**src/rtl/midi_pkg.sv**
```systemverilog
// Shared MIDI constants, FSM state type and the status-to-data-length lookup.
package midi_pkg;

  localparam logic [3:0] NIB_NOTE_OFF = 4'h8;
  localparam logic [3:0] NIB_NOTE_ON  = 4'h9;
  localparam logic [3:0] NIB_POLY_AT  = 4'hA;
  localparam logic [3:0] NIB_CTRL     = 4'hB;
  localparam logic [3:0] NIB_PRG      = 4'hC;
  localparam logic [3:0] NIB_CH_AT    = 4'hD;
  localparam logic [3:0] NIB_PITCH    = 4'hE;
  localparam logic [3:0] NIB_SYS      = 4'hF;

  localparam logic [7:0] SYSEX_START  = 8'hF0;
  localparam logic [7:0] SYSEX_END    = 8'hF7;

  // Data-length codes: 0..2 are real byte counts, the rest are markers.
  localparam logic [2:0] LEN_ZERO     = 3'd0;
  localparam logic [2:0] LEN_ONE      = 3'd1;
  localparam logic [2:0] LEN_TWO      = 3'd2;
  localparam logic [2:0] LEN_SYSEX    = 3'd3;
  localparam logic [2:0] LEN_INVALID  = 3'd4;

  typedef enum logic [1:0] {
    ST_IDLE    = 2'd0,
    ST_WAIT_D1 = 2'd1,
    ST_WAIT_D2 = 2'd2,
    ST_SYSEX   = 2'd3
  } midi_asm_state_t;

  function automatic logic [2:0] midi_data_len(input logic [7:0] status);
    logic [2:0] len;
    len = LEN_INVALID;
    case (status[7:4])
      NIB_NOTE_OFF, NIB_NOTE_ON, NIB_POLY_AT, NIB_CTRL, NIB_PITCH: len = LEN_TWO;
      NIB_PRG, NIB_CH_AT: len = LEN_ONE;
      NIB_SYS: begin
        case (status[3:0])
          4'h0:       len = LEN_SYSEX;
          4'h1, 4'h3: len = LEN_ONE;
          4'h2:       len = LEN_TWO;
          4'h6:       len = LEN_ZERO;
          default:    len = LEN_INVALID;
        endcase
      end
      default: len = LEN_INVALID;
    endcase
    return len;
  endfunction

endpackage

```
**src/rtl/midi_byte_class.sv**
```systemverilog
// Combinational MIDI byte classifier: data / real-time / status plus expected data length.
// Zero latency; no flow control.
module midi_byte_class
  import midi_pkg::*;
(
  input  logic [7:0] byte_data,
  output logic       is_data,
  output logic       is_rt,
  output logic       is_status,
  output logic [2:0] data_len
);

  assign is_data   = ~byte_data[7];
  assign is_rt     = (byte_data[7:3] == 5'b11111);
  assign is_status = byte_data[7] & ~is_rt;
  assign data_len  = midi_data_len(byte_data);

endmodule

```
**src/rtl/midi_msg_assembler.sv**
```systemverilog
// MIDI byte-stream to message assembler (running status, real-time passthrough, SysEx framing);
// running status kept only when MIDI_RUNNING_STATUS_EN is defined.
// All strobes 1 cycle after the causing byte; no backpressure, every byte accepted.
module midi_msg_assembler
  import midi_pkg::*;
(
  input  logic       clk,
  input  logic       reset,
  input  logic       byte_valid,
  input  logic [7:0] byte_data,
  output logic       msg_valid,
  output logic [7:0] cur_status,
  output logic [7:0] data1,
  output logic [7:0] data2,
  output logic       rt_valid,
  output logic [7:0] rt_byte,
  output logic       sysex_active,
  output logic       sysex_valid,
  output logic [7:0] sysex_byte,
  output logic       sysex_end
);

  midi_asm_state_t state_q, state_d;
  logic [7:0] cur_status_d, data1_d, data2_d, rt_byte_d, sysex_byte_d;
  logic       msg_valid_d, rt_valid_d, sysex_valid_d, sysex_end_d;
  logic       is_data, is_rt, is_status;
  logic [2:0] data_len, cur_len;
  logic       new_status, complete;

  midi_byte_class u_class (
    .byte_data (byte_data),
    .is_data   (is_data),
    .is_rt     (is_rt),
    .is_status (is_status),
    .data_len  (data_len)
  );

  assign cur_len = midi_data_len(cur_status);

  always_comb begin
    state_d       = state_q;
    cur_status_d  = cur_status;
    data1_d       = data1;
    data2_d       = data2;
    rt_byte_d     = rt_byte;
    sysex_byte_d  = sysex_byte;
    msg_valid_d   = 1'b0;
    rt_valid_d    = 1'b0;
    sysex_valid_d = 1'b0;
    sysex_end_d   = 1'b0;
    new_status    = 1'b0;
    complete      = 1'b0;

    if (byte_valid) begin
      if (is_rt) begin
        rt_byte_d  = byte_data;
        rt_valid_d = 1'b1;
      end else if (state_q == ST_SYSEX) begin
        if (is_data) begin
          sysex_byte_d  = byte_data;
          sysex_valid_d = 1'b1;
        end else begin
          // Any status ends the frame; anything but F7 is also a new message start.
          sysex_end_d = 1'b1;
          if (byte_data == SYSEX_END) state_d = ST_IDLE;
          else                        new_status = 1'b1;
        end
      end else if (is_status) begin
        new_status = 1'b1;
      end else begin
        case (state_q)
          ST_WAIT_D1: begin
            data1_d = byte_data;
            if (cur_len == LEN_TWO) state_d = ST_WAIT_D2;
            else                    complete = 1'b1;
          end
          ST_WAIT_D2: begin
            data2_d  = byte_data;
            complete = 1'b1;
          end
          default: ;
        endcase
      end
    end

    if (new_status) begin
      cur_status_d = byte_data;
      data1_d      = 8'h00;
      data2_d      = 8'h00;
      case (data_len)
        LEN_ONE, LEN_TWO: state_d = ST_WAIT_D1;
        LEN_SYSEX:        state_d = ST_SYSEX;
        LEN_ZERO: begin
          msg_valid_d = 1'b1;
          state_d     = ST_IDLE;
        end
        default:          state_d = ST_IDLE;
      endcase
    end

    if (complete) begin
      msg_valid_d = 1'b1;
`ifdef MIDI_RUNNING_STATUS_EN
      state_d = (cur_status[7:4] != NIB_SYS) ? ST_WAIT_D1 : ST_IDLE;
`else
      state_d = ST_IDLE;
`endif
    end
  end

  always_ff @(posedge clk or posedge reset) begin
    if (reset) begin
      state_q      <= ST_IDLE;
      cur_status   <= 8'h00;
      data1        <= 8'h00;
      data2        <= 8'h00;
      rt_byte      <= 8'h00;
      sysex_byte   <= 8'h00;
      msg_valid    <= 1'b0;
      rt_valid     <= 1'b0;
      sysex_valid  <= 1'b0;
      sysex_end    <= 1'b0;
      sysex_active <= 1'b0;
    end else begin
      state_q      <= state_d;
      cur_status   <= cur_status_d;
      data1        <= data1_d;
      data2        <= data2_d;
      rt_byte      <= rt_byte_d;
      sysex_byte   <= sysex_byte_d;
      msg_valid    <= msg_valid_d;
      rt_valid     <= rt_valid_d;
      sysex_valid  <= sysex_valid_d;
      sysex_end    <= sysex_end_d;
      sysex_active <= (state_d == ST_SYSEX);
    end
  end

endmodule
```
**config.mk**
```make
export PLATFORM = sky130hd
export DESIGN_NAME = midi_msg_assembler
export DESIGN_NICKNAME = d
export VERILOG_FILES = /design/src/rtl/midi_pkg.sv /design/src/rtl/midi_byte_class.sv /design/src/rtl/midi_msg_assembler.sv
export SDC_FILE = /design/constraint.sdc
export NUM_CORES = 1
export LEC_CHECK = 0
export BUFFER_PORTS_ARGS = -buffer_cell sky130_fd_sc_hd__clkbuf_2
export CORE_UTILIZATION = 38
export DETAILED_ROUTE_END_ITERATION = 7
export GPL_TIMING_DRIVEN = 0
export HOLD_SLACK_MARGIN = 0.02
export PLACE_DENSITY = 0.67
export SETUP_SLACK_MARGIN = 0.3
export SYNTH_ARGS = -nofsm -noshare
export SYNTH_HDL_FRONTEND = slang
export SYNTH_SLANG_ARGS = --single-unit
export TNS_END_PERCENT = 50
```
**constraint.sdc**
```tcl
create_clock -name clk -period 1.6 [get_ports clk]
set_input_delay 0.16 -clock clk [delete_from_list [all_inputs] [get_ports clk]]
set_output_delay 0.16 -clock clk [all_outputs]
set_load 0.01 [all_outputs]
```
==> run_results.csv <==
group,metric,value,unit
global_route,grt_pass1_wl,7.534,mm
global_route,grt_max_degree,25,
synth,post_synth_fa_ha_maj_area_fraction,1.902,%
drt,initial_detailed_routing_violation_count,50,
setup_path,worstPathMaxFanout,10,
power_and_ir_drop,clock_power_share,25.6,%
synth,synth_top_cell_area_share,58.34,%
setup_path,timing.critical_path.to_type,"flop",
synth,synth_top_family_by_area,"simple AND/OR/NAND/NOR gates",
hold_path,min-delay-start,"byte_data[4]",
power_and_ir_drop,power.sequential.fraction,45.4,%
run,cap_viol_max_count,0,
power_and_ir_drop,p_total,0.003344,W
synth,post_synth_and_or_nand_nor_area_fraction,18.83,%
drt,drtPass1Iterations,4,
floorplanning,initial_core_util,40.70,%
outcome,violations,"negative setup slack",
hold_path,hp-class,"in -> reg",
layout,antenna-diode-count,0,
synth,syn-num-nets,192,
setup_path,reg2reg_setup_slack,-0.03,ns
setup_path,r2r.worst_path.cells,6,
floorplanning,num_io_pins,56,
placement,place.detailed.hpwl,3.025,mm
power_and_ir_drop,combPwrFrac,29.0,%
power_and_ir_drop,swShare,29.86,%
power_and_ir_drop,peakVddDrop,0.0007250,V
setup_path,cp.arrival,1.82,ns
power_and_ir_drop,intPower,0.002346,W
setup_path,crit_type,"reg -> reg",
synth,synth-warning-count,0,
outcome,outcome,"finished with violations",
drt,drc,0,
setup_path,setup.worst_path.start_class,"flop",
power_and_ir_drop,leakage,1.316,nW
synth,ys_seq_area_share,58.34,%
floorplanning,fp.dieArea,5485,sq um
sta,final_period_minus_worst_setup_slack,1.634,ns
synth,synth_cells,178,
sta,fin_worst_skew,0.007369,ns
drt,wire_per_inst,14.49,um
sta,drv_slew,0,
sta,hold_viol,0,
layout,layout_common_cells,"sky130_fd_sc_hd__clkbuf_2 (54), sky130_fd_sc_hd__dfrtp_1 (45), sky130_fd_sc_hd__nand2_1 (31), sky130_fd_sc_hd__mux2_2 (11), sky130_fd_sc_hd__a21oi_1 (10)",
global_route,grt-ovfl-total,0,
placement,number_of_placed_cells_counting_well_taps,299,
cts,cts-buffers-inserted,5,
cts,clockBufferDepth,2,
sta,fin_ws,-0.03361,ns
synth,avgSynthCellArea,11.09,sq um
setup_path,timing.rr.start,"state_q[1]",
cts,cts.htree.levels,2,
synth,ys_types,37,
layout,num-fill-cells,437,
cts,clock_tree_from_tritoncts,"done",
cts,worst_skew_pair.late_latency,0.30,ns
floorplanning,site_rows,25,
synth,synthesis.area,1973,sq um
power_and_ir_drop,powerDensity,1210,nW/um^2
placement,numPortBuffers,53,
synth,netlist.top_cell.by_area,"sky130_fd_sc_hd__dfrtp_1",
sta,tightestPinTransition,0.5248,ns
cts,clkSlewWorstSetupHoldPaths,0.09,ns
sta,setup_repair_after_global_routing_missed_its_margin,"yes",
layout,numnets_final,265,
floorplanning,die_width,74.06,um
setup_path,required_time_worst_endpoint,1.79,ns
sta,fin_worst_hold_slack,0.1588,ns
drt,vias_per_cell,4.953,
drt,num_vias,1580,
synth,synthXorXnorAreaFrac,0,%
sta,clock.fmax,612.1,MHz
drt,antenna_violation_net_count_after_detailed_routing,0,
floorplanning,die_h,74.06,um
cts,cts.sinks,46,
drt,routed_wl,4.622,mm
cts,clock_tree.root_cell,"sky130_fd_sc_hd__clkbuf_8",
layout,mostFrequentLayoutCell,"sky130_fd_sc_hd__clkbuf_2",
hold_path,min_delay_path_depth,3,
layout,instances_no_fill,319,
synth,yosys-mux-area-fraction,8.561,%
global_route,grt_pass1_vias,1519,
synth,synth.top_cells.by_area,"sky130_fd_sc_hd__dfrtp_1 (58%), sky130_fd_sc_hd__mux2_2 (8.6%), sky130_fd_sc_hd__nand2_1 (7.0%)",
synth,synth_async_sr_flop_share,100.0,%
hold_path,holdPathEnd,"data1[4]",
layout,area_delta_synth_final,40.08,%
synth,synth-compound-area-share,8.370,%
global_route,grtUsageTotal,18.78,%
sta,setup-violations-final,3,
synth,dominantRegCellSynth,"sky130_fd_sc_hd__dfrtp_1",
synth,ys_ff_latch,46,
floorplanning,core_region_area,4848,sq um
layout,drive_above_1_share,51.98,%
layout,postLayoutCoreUtil,57.01,%
sta,max_slew_margin,64.96,%
placement,globalplace.congestion,0.8173,
synth,number_of_enable_flip_flop_cells_after_synthesis,0,
global_route,antenna_found_initial,0,
power_and_ir_drop,power_switching,0.0009987,W
sta,min_period_over_period,102.1,%
setup_path,timing.rr.end,"cur_status[1]",
-- critical path, cell delays in order (launching register included) --
cell                       delay (ns)
sky130_fd_sc_hd__dfrtp_2         0.45
sky130_fd_sc_hd__ha_4            0.19
sky130_fd_sc_hd__nand4_1         0.11
sky130_fd_sc_hd__nand2b_1        0.08
sky130_fd_sc_hd__a21oi_2         0.15
sky130_fd_sc_hd__buf_6           0.19
sky130_fd_sc_hd__mux2_2          0.35
-- state kept, by name, indices dropped and copies added, names as in the netlist, 2 cells and up --
| register | flops |
|---|---|
| cur_status | 8 |
| data1 | 8 |
| data2 | 8 |
| rt_byte | 8 |
| sysex_byte | 7 |
| state_q | 2 |
-- cells in the mapped netlist, drive strengths merged, types with 3 or more instances --
library cell,count
dfrtp,46
nand2,38
a21oi,18
mux2,15
inv,7
nand2b,6
buf,5
nor2,5
clkbuf,4
a211oi,3
ha,3
nor3,3
or2,3
-- power by group through the flow --
stage          sequential [W]  combinational, W  clock, W
4_1_cts               0.00151          0.000893  0.000870
2_1_floorplan         0.00162          0.000365         0
5_1_grt               0.00155           0.00106  0.000925
6_report              0.00152          0.000971  0.000855
3_5_place_dp          0.00153          0.000785         0
3_3_place_gp          0.00153          0.000762         0
-- per-stage QoR --
stage | worst slack, ns | TNS [ns] | area, sq um
after detailed placement | -0.2645 | -1.272 | 2382
final | -0.03361 | -0.07864 | 2764
after CTS | 0.006357 | 0 | 2659
after global routing | -0.08956 | -0.8029 | 2764
after global placement | -0.2536 | -12.20 | 2355
after floorplan | -0.01810 | -0.01810 | 2006
-- routing by layer --
layer / track usage, % / vias to the layer above / routed length, um / part of all wire [%]
met5: 0 / - / 0 / 0
met4: 7.051 / 0 / 78 / 1.7
met3: 5.420 / 8 / 194 / 4.2
met2: 30.91 / 43 / 2321 / 50
met1: 23.47 / 784 / 2028 / 44
li1: - / 745 / - / -
-- worst max path at each step --
stage          slack (ns)  cells after the start        from       endpoint
6_report            -0.03                      6  state_q[1]  cur_status[1]
4_1_cts             0.006                      6  state_q[1]   sysex_active
2_1_floorplan       -0.02                      6  state_q[1]   sysex_active
3_5_place_dp        -0.26                      6  state_q[1]   sysex_active
3_3_place_gp        -0.25                      2       reset       data1[1]
5_1_grt             -0.09                      6  state_q[1]   sysex_active
-- logic make-up (layout without fill, tap and decap cells) --
family,count (synthesis),after routing
other cells,1,1
buf+inv,16,90
simple gates,70,70
flops,46,46
fa+ha+maj,3,3
mux,15,15
compound gates,27,27
-- area by class of cell --
type	count	area, sq um	area share [%]
inverter	7	26.28	0.9507
clock buffer	6	72.57	2.626
clock inverter	2	37.54	1.358
sequential	46	1152	41.69
multi-input combinational	116	902.1	32.64
timing repair buffer	66	407.9	14.76
buffer	9	81.33	2.943
tap	67	83.83	3.033
-- timing repair --
item	CTS	global route
hold buffers	1	0
resized for setup	20	22
hold endpoints to repair	22	0
buffers inserted	9	2
pin swaps	12	12
endpoints found under the setup margin	38	38
Note: power is estimated with default switching activity, not from simulation.
